[src/rtl/uart_rx_oversampled.sv]
// UART receiver with 16x (OVERSAMPLE) tick-based bit recovery and optional even parity.
// Emits one registered valid pulse per frame with parity and framing status.
module uart_rx_oversampled #(
  parameter int DATA_BITS  = 8,
  parameter int OVERSAMPLE = 16
) (
  input  logic                 clk,
  input  logic                 reset,
  input  logic                 clk_enable,
  input  logic                 parity_en,
  input  logic                 rx_uart,
  output logic [DATA_BITS-1:0] rx_data,
  output logic                 rx_data_valid,
  output logic                 rx_parity_err,
  output logic                 rx_frame_err,
  output logic                 rx_data_error,
  output logic                 busy
);

  localparam int TW = $clog2(OVERSAMPLE);
  localparam int BW = (DATA_BITS > 1) ? $clog2(DATA_BITS) : 1;
  localparam logic [TW-1:0] SAMPLE_PT = TW'(OVERSAMPLE / 2 - 1);
  localparam logic [TW-1:0] LAST_TICK = TW'(OVERSAMPLE - 1);
  localparam logic [BW-1:0] LAST_BIT  = BW'(DATA_BITS - 1);

  typedef enum logic [2:0] {
    IDLE      = 3'd0,
    START     = 3'd1,
    DATA      = 3'd2,
    PARITY    = 3'd3,
    STOP      = 3'd4,
    WAIT_IDLE = 3'd5
  } state_t;

  function automatic logic even_parity_err(input logic [DATA_BITS-1:0] data, input logic pbit);
    return (^data) ^ pbit;
  endfunction

  state_t                 state, state_next;
  logic                   rx_meta, rxs;
  logic [TW-1:0]          tcnt;
  logic [BW-1:0]          bcnt;
  logic [DATA_BITS-1:0]   shift;
  logic                   par_en_l;
  logic                   parity_bit;

  logic at_sample, at_bound;
  logic start_det, shift_en, bcnt_clr, bcnt_inc, par_cap, frame_done;

  assign at_sample = clk_enable && (tcnt == SAMPLE_PT);
  assign at_bound  = clk_enable && (tcnt == LAST_TICK);

  // Two-flop synchronizer; resets to idle-high so reset never looks like a start bit.
  always_ff @(posedge clk) begin
    if (reset) begin
      rx_meta <= 1'b1;
      rxs     <= 1'b1;
    end else begin
      rx_meta <= rx_uart;
      rxs     <= rx_meta;
    end
  end

  // State register.
  always_ff @(posedge clk) begin
    if (reset) begin
      state <= IDLE;
    end else begin
      state <= state_next;
    end
  end

  // Next-state decode and datapath strobes.
  always_comb begin
    state_next = state;
    start_det  = 1'b0;
    shift_en   = 1'b0;
    bcnt_clr   = 1'b0;
    bcnt_inc   = 1'b0;
    par_cap    = 1'b0;
    frame_done = 1'b0;
    case (state)
      IDLE: begin
        if (clk_enable && !rxs) begin
          state_next = START;
          start_det  = 1'b1;
        end else begin
          state_next = IDLE;
        end
      end
      START: begin
        if (at_sample && rxs) begin
          state_next = IDLE;
        end else if (at_bound) begin
          state_next = DATA;
          bcnt_clr   = 1'b1;
        end else begin
          state_next = START;
        end
      end
      DATA: begin
        shift_en = at_sample;
        if (at_bound) begin
          if (bcnt == LAST_BIT) begin
            state_next = par_en_l ? PARITY : STOP;
          end else begin
            bcnt_inc = 1'b1;
          end
        end else begin
          state_next = DATA;
        end
      end
      PARITY: begin
        par_cap = at_sample;
        if (at_bound) begin
          state_next = STOP;
        end else begin
          state_next = PARITY;
        end
      end
      STOP: begin
        // The second half of the stop bit is not waited out so back-to-back starts are caught.
        if (at_sample) begin
          frame_done = 1'b1;
          state_next = rxs ? IDLE : WAIT_IDLE;
        end else begin
          state_next = STOP;
        end
      end
      WAIT_IDLE: begin
        if (clk_enable && rxs) begin
          state_next = IDLE;
        end else begin
          state_next = WAIT_IDLE;
        end
      end
      default: begin
        state_next = IDLE;
      end
    endcase
  end

  // Tick/bit counters, shift register and per-frame latches.
  always_ff @(posedge clk) begin
    if (reset) begin
      tcnt       <= '0;
      bcnt       <= '0;
      shift      <= '0;
      par_en_l   <= 1'b0;
      parity_bit <= 1'b0;
    end else begin
      if (start_det) begin
        tcnt     <= '0;
        par_en_l <= parity_en;
      end else if (clk_enable) begin
        tcnt <= (tcnt == LAST_TICK) ? '0 : tcnt + TW'(1);
      end
      if (bcnt_clr) begin
        bcnt <= '0;
      end else if (bcnt_inc) begin
        bcnt <= bcnt + BW'(1);
      end
      if (shift_en) begin
        shift <= {rxs, shift[DATA_BITS-1:1]};
      end
      if (par_cap) begin
        parity_bit <= rxs;
      end
    end
  end

  // Registered frame results and busy flag.
  always_ff @(posedge clk) begin
    if (reset) begin
      rx_data       <= '0;
      rx_data_valid <= 1'b0;
      rx_parity_err <= 1'b0;
      rx_frame_err  <= 1'b0;
      rx_data_error <= 1'b0;
      busy          <= 1'b0;
    end else begin
      rx_data_valid <= frame_done;
      busy          <= (state_next != IDLE);
      if (frame_done) begin
        rx_data       <= shift;
        rx_parity_err <= par_en_l & even_parity_err(shift, parity_bit);
        rx_frame_err  <= ~rxs;
        rx_data_error <= (par_en_l & even_parity_err(shift, parity_bit)) | ~rxs;
      end
    end
  end

endmodule

[config.mk]
export PLATFORM = sky130hd
export DESIGN_NAME = uart_rx_oversampled
export DESIGN_NICKNAME = d
export VERILOG_FILES = /design/src/rtl/uart_rx_oversampled.sv
export SDC_FILE = /design/constraint.sdc
export NUM_CORES = 1
export LEC_CHECK = 0
export BUFFER_PORTS_ARGS = -buffer_cell sky130_fd_sc_hd__buf_2
export CORE_AREA = 2 2 67 69
export DETAILED_ROUTE_END_ITERATION = 16
export DIE_AREA = 0 0 69 71
export GPL_TIMING_DRIVEN = 0
export MAX_ROUTING_LAYER = met4
export PLACE_DENSITY = 0.67
export SETUP_SLACK_MARGIN = 0.3
export SLEW_MARGIN = 20
export SYNTH_ARGS = -nofsm -noshare
export SYNTH_HDL_FRONTEND = slang
export SYNTH_SLANG_ARGS = --single-unit
[constraint.sdc]
create_clock -name clk -period 2.46 [get_ports clk]
set_input_delay 0.123 -clock clk [delete_from_list [all_inputs] [get_ports clk]]
set_output_delay 0.123 -clock clk [all_outputs]
set_load 0.01 [all_outputs]
==> metrics.md, run 1 <==
| Metric | Value |
|---|---|
| Outcome | `finished clean` |
| Mapped Cells | `159` |
| Synth async-reset ratio | `0%` |
| Starting DRT DRC Count | `36` |
| Initial Utilization | `between 30 and 40%` |
| Final Util | `44.6%` |
| Share of cells above drive strength 1 | `22.4%` |
| Die Footprint | `4900 um^2` |
| Leading cell type by number of instances after synthesis | `dfxtp_1` |
| Worst VDD drop | `between 0.0002 and 0.0003 V` |
| Clk_lat worst skew | `290 ps` |
| Synth area leader | `dfxtp_1` |
| Synthesis warning total | `0` |
| DRC Markers | `0` |
| RSZ-0062 raised after global routing | `no` |
| Synth top area share | `between 40% and 50%` |
| IO Port Bufs | `16` |
| Power per Cell Area | `610 nW/um^2` |
| Max-slew violation count | `0` |
| First-pass GRT wire length | `4860 um` |
| Max-Cap Viols | `0` |
| DIE WIDTH | `69 um` |
| Clk root buf | `clkbuf_8` |
| Vias in the first global route | `1061` |
| Min-delay src | `rx_uart` |
| RePlAce Congestion | `between 0.9 and 1` |
| Setup TNS | `0 ps` |
| GR Overflow Total | `0` |
| Most frequent cells after synthesis | `dfxtp_1, nor2_1, mux2i_1` |
| Synth unique cells | `45` |
| Critical Path AT | `between 2000 and 2500 ps` |
| Core Area | `between 4000 and 5000 um^2` |
| Area contributors post-synth | `dfxtp_1, mux2i_1, nor2_1` |
| H-tree lvl count | `2` |
| Drt wl/cell | `11.8 um` |
| FF-to-FF End | `rx_data[6]` |
| Diode count | `0` |
| Post-Syn Area | `1620 um^2` |
| Required time of the critical path | `2620 ps` |
| Final HPWL DP | `1960 um` |
| Period utilisation layout | `81.7%` |
| Number of flops mapped to enable cells by yosys | `0` |
| CTS tree | `built` |
| Post-cts resize count | `0` |
| Post-synth top flop | `dfxtp_1` |
| Final std cells w/o fill | `235` |
| Initial antenna violation count | `0` |
| Min-Delay Path Depth | `2` |
| Pleak | `0.889 nW` |
| Drt pass-1 iters | `4` |
| CTS hold repair buffers | `0` |
| Final Hold Viols | `0` |
| Sw Share | `21.6%` |
| Setup CP Type | `reg2reg` |
| F_max | `497 MHz` |
| Pin slew with the least headroom to its limit | `533 ps` |
| Critical R2R Launch | `tcnt[0]` |
| Sw power | `0.247 mW` |
| Setup Skew | `8.63 ps` |
| CTS max path bufs | `2` |
| Syn Nets | `167` |
| #FFs+latches synth | `35` |
| Internal power | `0.896 mW` |
| Setup Fix Bufs, Post-CTS | `0` |
| Synthesis-to-finish area growth | `15.9%` |
| Sequential area share after synthesis | `43.3%` |
| DRT antenna net count | `0` |
| CP Capture Type | `flip-flop` |
| CTS Sinks | `35` |
| Tmin final | `between 2000 and 2500 ps` |
| CP Launch Type | `flip-flop` |
| FF-to-FF setup slack | `450 ps` |
| Via count | `1144` |
| DRT Wirelength | `2780 um` |
| Sequential Power Share | `between 50% and 60%` |
| FILL cells | `415` |
| Die Y | `71 um` |
| Io pins | `18` |
| FF-to-FF path depth | `7` |
| Worst hold path class | `in2reg` |
| Num CTS Buffers | `5` |
| Clock power share | `44.8%` |
| # nets final | `190` |
| Num rows | `24` |
| Clock Pin Slew Worst Setup and Hold Paths | `approximately 70 ps` |
| CP max FO | `10` |
| # setup viols final | `0` |
| Gr usage total | `about an eighth` |
| Hold Path Sink | `rx_meta` |
| Average size of a mapped cell | `10.2 um^2` |
| Largest net degree at the start of global routing | `13` |
| Routed vias/inst | `between 4 and 5` |
| Worst slew margin | `64.4%` |
| Post-Place Cells | `approximately 230` |
| Power share of the combinational group | `4.5%` |
| Hold WS | `12.6 ps` |
-- layer usage --
metal | wire length, um | global-route usage, %
met1 | 1390 | 15.7
met2 | 1210 | 19.2
met3 | 118 | 4.42
met4 | 58 | 6.54
met5 | 0 | -
-- final cells by class --
class                   count  area, um^2  area share, %
multi-input cells         109         837           44.6
clock buffers               5        68.8           3.67
well taps                  52        65.1           3.47
repair buffers             16        80.1           4.27
flip-flops and latches     35         701           37.4
inverters                   5        18.8           1.00
plain buffers              10        61.3           3.27
clock inverters             3        43.8           2.33
-- logic make-up after synthesis --
family                   after synthesis  synth area share, %
AND/OR/NAND/NOR                       56                 20.2
flip-flops                            35                 43.3
multiplexers                          22                 13.6
AO/OA/AOI/OAI                         21                 10.1
buffers and inverters                 15                 4.95
XOR/XNOR                               7                 5.49
adder cells (fa/ha/maj)                3                 2.32
-- how the worst max path moves through the flow --
| stage | endpoint | depth (start not counted) | slack [ps] | startpoint |
|---|---|---|---|---|
| 2_1_floorplan | rx_data[2] | 7 | 620 | tcnt[0] |
| 3_3_place_gp | rx_data[6] | 7 | 470 | tcnt[0] |
| 3_5_place_dp | rx_data[6] | 7 | 470 | tcnt[0] |
| 4_1_cts | rx_data[6] | 7 | 440 | tcnt[0] |
| 5_1_grt | rx_data[5] | 7 | 330 | tcnt[0] |
| 6_report | rx_data[6] | 7 | 450 | tcnt[0] |
-- registers in the layout (all words and copies together) (netlist names) --
signal	cells
rx_frame_err	1
rx_parity_err	1
par_en_l	1
bcnt	3
shift	8
parity_bit	1
rx_meta	1
rxs	1
rx_data	8
state	3
tcnt	4
rx_data_error	1
busy	1
rx_data_valid	1
-- placed cells by master, fill, tap and decap left out, types with 2 or more instances in the layout --
cell      instances
nor2_1           24
inv_1             5
xor2_1            2
a311oi_1          2
nand2b_1          2
clkbuf_8          5
nor4_1            2
ha_1              3
mux2i_1          22
nand2_1           5
buf_2            20
nor2b_1           2
xnor2_1           3
a221oi_1          2
a21o_1            3
a21oi_1           5
xnor3_1           2
clkbuf_1          3
dfxtp_1          35
and2_1            3
a31oi_1           2
or2_2             4
-- critical path: stages (launching register included) --
cell and delay, ps:
dfxtp_1 400, ha_1 350, nand3b_4 150, or4_4 500, buf_6 150, buf_8 140
mux2i_1 140, nor2_1 50
-- power groups by stage --
stage | logic (mW) | registers (mW) | clock network [mW]
final | 0.0512 | 0.579 | 0.513
after global routing | 0.0585 | 0.580 | 0.558
after CTS | 0.0524 | 0.579 | 0.531
after detailed placement | 0.0521 | 0.593 | 0
after global placement | 0.0519 | 0.592 | 0
after floorplan | 0.0380 | 0.592 | 0
-- per-stage QoR --
| step | power (mW) | instance area (um^2) | setup slack, ps |
|---|---|---|---|
| 3_5_place_dp | 0.645 | 1760 | 473 |
| 5_1_grt | 1.20 | 1880 | 335 |
| 3_3_place_gp | 0.644 | 1760 | 475 |
| 2_1_floorplan | 0.630 | 1620 | 620 |
| 4_1_cts | 1.16 | 1880 | 440 |
| 6_report | 1.14 | 1880 | 449 |
Note: power is estimated with default switching activity, not from simulation.
==> run 2, diff against run 1 <==
clock period = 2 ns   (was 2.46 ns; I/O delays follow)
==> run 2 against run 1 <==
Non-clock buffer count rose by 14. Core utilization rose by 3.9 points. Critical endpoint is now bcnt[0]. First-iteration DRC count rose by 39%. Design area rose by 8.7%. Worst hold slack improved by 75 ps. Clock skew rose by 1.3 ps. Power rose by 15%.
==> metrics.md, run 2 (synthesis results as in run 1) <==
| Metric | Value |
|---|---|
| Worst VDD drop | `0.000425 V` |
| Internal power | `0.991 mW` |
| F_max | `slightly below 600 MHz` |
| Final HPWL DP | `just over 2000 um` |
| Via count | `around 1200` |
| Routed vias/inst | `about 5` |
| Num rows | `24` |
| Setup WS pre-CTS | `roughly 180 ps` |
| Critical Path AT | `1860 ps` |
| Min-Delay Path Depth | `3` |
| Post-Place Cells | `227` |
| Starting DRT DRC Count | `50` |
| Clk root buf | `clkbuf_8` |
| Multi-input logic area | `862 um^2` |
| Initial Utilization | `38.5%` |
| DRT antenna net count | `0` |
| Tmin final | `1680 ps` |
| Sw power | `0.321 mW` |
| Vias in the first global route | `1126` |
| Share of cells above drive strength 1 | `32.5%` |
| Worst hold path class | `in2reg` |
| Commonest cells after routing, fill and taps aside | `dfxtp_1, nor2_1, mux2i_1` |
| Min-delay src | `parity_en` |
| RePlAce Congestion | `0.908` |
| CP dominant cell by count | `ha_2` |
| Die Y | `71 um` |
| GR Overflow Total | `0` |
| # setup viols final | `0` |
| Period utilisation layout | `84.0%` |
| Initial antenna violation count | `0` |
| Hold Path Sink | `par_en_l` |
| # nets final | `204` |
| Io pins | `18` |
| Die Footprint | `~4900 um^2` |
| Num CTS Buffers | `5` |
| Sequential Power Share | `54.4%` |
| Diode count | `0` |
| FF-to-FF setup slack | `320 ps` |
| Drt pass-1 iters | `4` |
| Family with the most delay on the worst path | `simple AND/OR/NAND/NOR gates` |
| Critical R2R Launch | `bcnt[0]` |
| Dpl cell area | `1780 um^2` |
| Power share of the combinational group | `6.6%` |
| CP max stage delay | `520 ps` |
| Setup CP Type | `reg2reg` |
| Pleak | `0.957 nW` |
| Worst slew margin | `65.7%` |
| CP Capture Type | `flip-flop` |
| Final std cells w/o fill | `249` |
| Slowest CP cell | `or4_1` |
| IO Port Bufs | `16` |
| Buffers plus inverters on the worst setup path | `1` |
| Max-Cap Viols | `0` |
| Core Area | `4200 um^2` |
| Pin slew with the least headroom to its limit | `513 ps` |
| H-tree lvl count | `2` |
| Top flop regs | `rx_data x8, shift x8, tcnt x4` |
| Final Hold Viols | `0` |
| FILL cells | `392` |
| CP Launch Type | `flip-flop` |
| Commonest non-fill, non-tap cell in the layout | `dfxtp_1` |
| DRT Wirelength | `about 3100 um` |
| CTS max path bufs | `2` |
| DRC Markers | `0` |
| Register area | `just over 700 um^2` |
| Final Power | `roughly 1.3 mW` |
| Setup Skew | `9.96 ps` |
| Sw Share | `~24%` |
| Clock power share | `between 30 and 40%` |
| DIE WIDTH | `approximately 70 um` |
| Worst Slack Setup Final | `321 ps` |
| Power per Cell Area | `643 nW/um^2` |
| Largest net degree at the start of global routing | `13` |
| Final instance area | `2040 um^2` |
| Max-slew violation count | `0` |
| Outcome | `finished clean` |
| CTS Sinks | `35` |
| Clk_lat worst skew | `290 ps` |
| Gr usage total | `14.0%` |
| FF-to-FF End | `bcnt[0]` |
| CP max FO | `3` |
| Clock Pin Slew Worst Setup and Hold Paths | `70 ps` |
| RSZ-0062 raised after global routing | `yes` |
| Required time of the critical path | `2180 ps` |
| Hold WS | `87.7 ps` |
| Setup TNS | `0 ps` |
| FF-to-FF path depth | `6` |
| CTS tree | `built` |
| Synthesis-to-finish area growth | `26.1%` |
| Final Util | `48.5%` |
| Crit-path cells | `ha_2 -> ha_2 -> or4_1 -> buf_6 -> xnor2_1 -> and2_1` |
| Drt wl/cell | `12.6 um` |
| First-pass GRT wire length | `5220 um` |
## run 2: changes by cell type in the layout (fill, tap and decap cells not counted), moves of 2 or more
cell	change
buf_4	+11
ha_2	+2
clkinvlp_4	+2
dfxtp_2	+4
ha_1	-3
dfxtp_1	-5
buf_2	-2
buf_6	+4
## run 2: cell type report
class	instances	share of cell area (%)
Multi-Input combinational cell	109	42.3
Sequential cell	35	34.8
Timing Repair Buffer	30	10.2
Buffer	10	4.23
Clock buffer	5	3.37
Tap cell	52	3.19
Clock inverter	3	0.982
Inverter	5	0.920
## run 2: power by group through the flow
stage / Sequential (mW) / Clock [mW] / Combinational, mW
after floorplan: 0.730 / 0 / 0.0478
after global placement: 0.731 / 0 / 0.0650
after detailed placement: 0.731 / 0 / 0.0659
after CTS: 0.712 / 0.520 / 0.0767
after global routing: 0.714 / 0.554 / 0.0956
final: 0.713 / 0.511 / 0.0869
## run 2: repair_timing
item	CTS	global route
pin swaps	1	3
hold endpoints to repair	1	0
gates cloned	0	1
gates resized for setup	8	11
hold buffers	1	0
setup buffers	8	4
setup endpoints to repair	12	21
## run 2: per-layer routing
| layer | vias up | GRT usage, % | share of wire, % |
|---|---|---|---|
| li1 | 633 | - | - |
| met4 | 0 | 5.88 | 1.7 |
| met3 | 9 | 4.99 | 3.9 |
| met5 | - | - | 0 |
| met2 | 21 | 21.8 | 46 |
| met1 | 557 | 16.5 | 48 |
## run 2: worst max-delay path by stage
stage | start | to | slack [ps] | depth (start not counted)
final | bcnt[0] | bcnt[0] | 320 | 6
after global routing | tcnt[1] | bcnt[0] | 260 | 7
after CTS | tcnt[0] | rx_data[6] | 300 | 7
after detailed placement | tcnt[0] | rx_data[6] | 180 | 7
after global placement | tcnt[0] | rx_data[6] | 210 | 7
after floorplan | tcnt[0] | rx_data[2] | 310 | 7
## run 2: worst register-to-register path: stages (launching register included)
cell	delay, ps
dfxtp_2	320
ha_2	170
ha_2	160
or4_1	520
buf_6	140
xnor2_1	110
and2_1	150
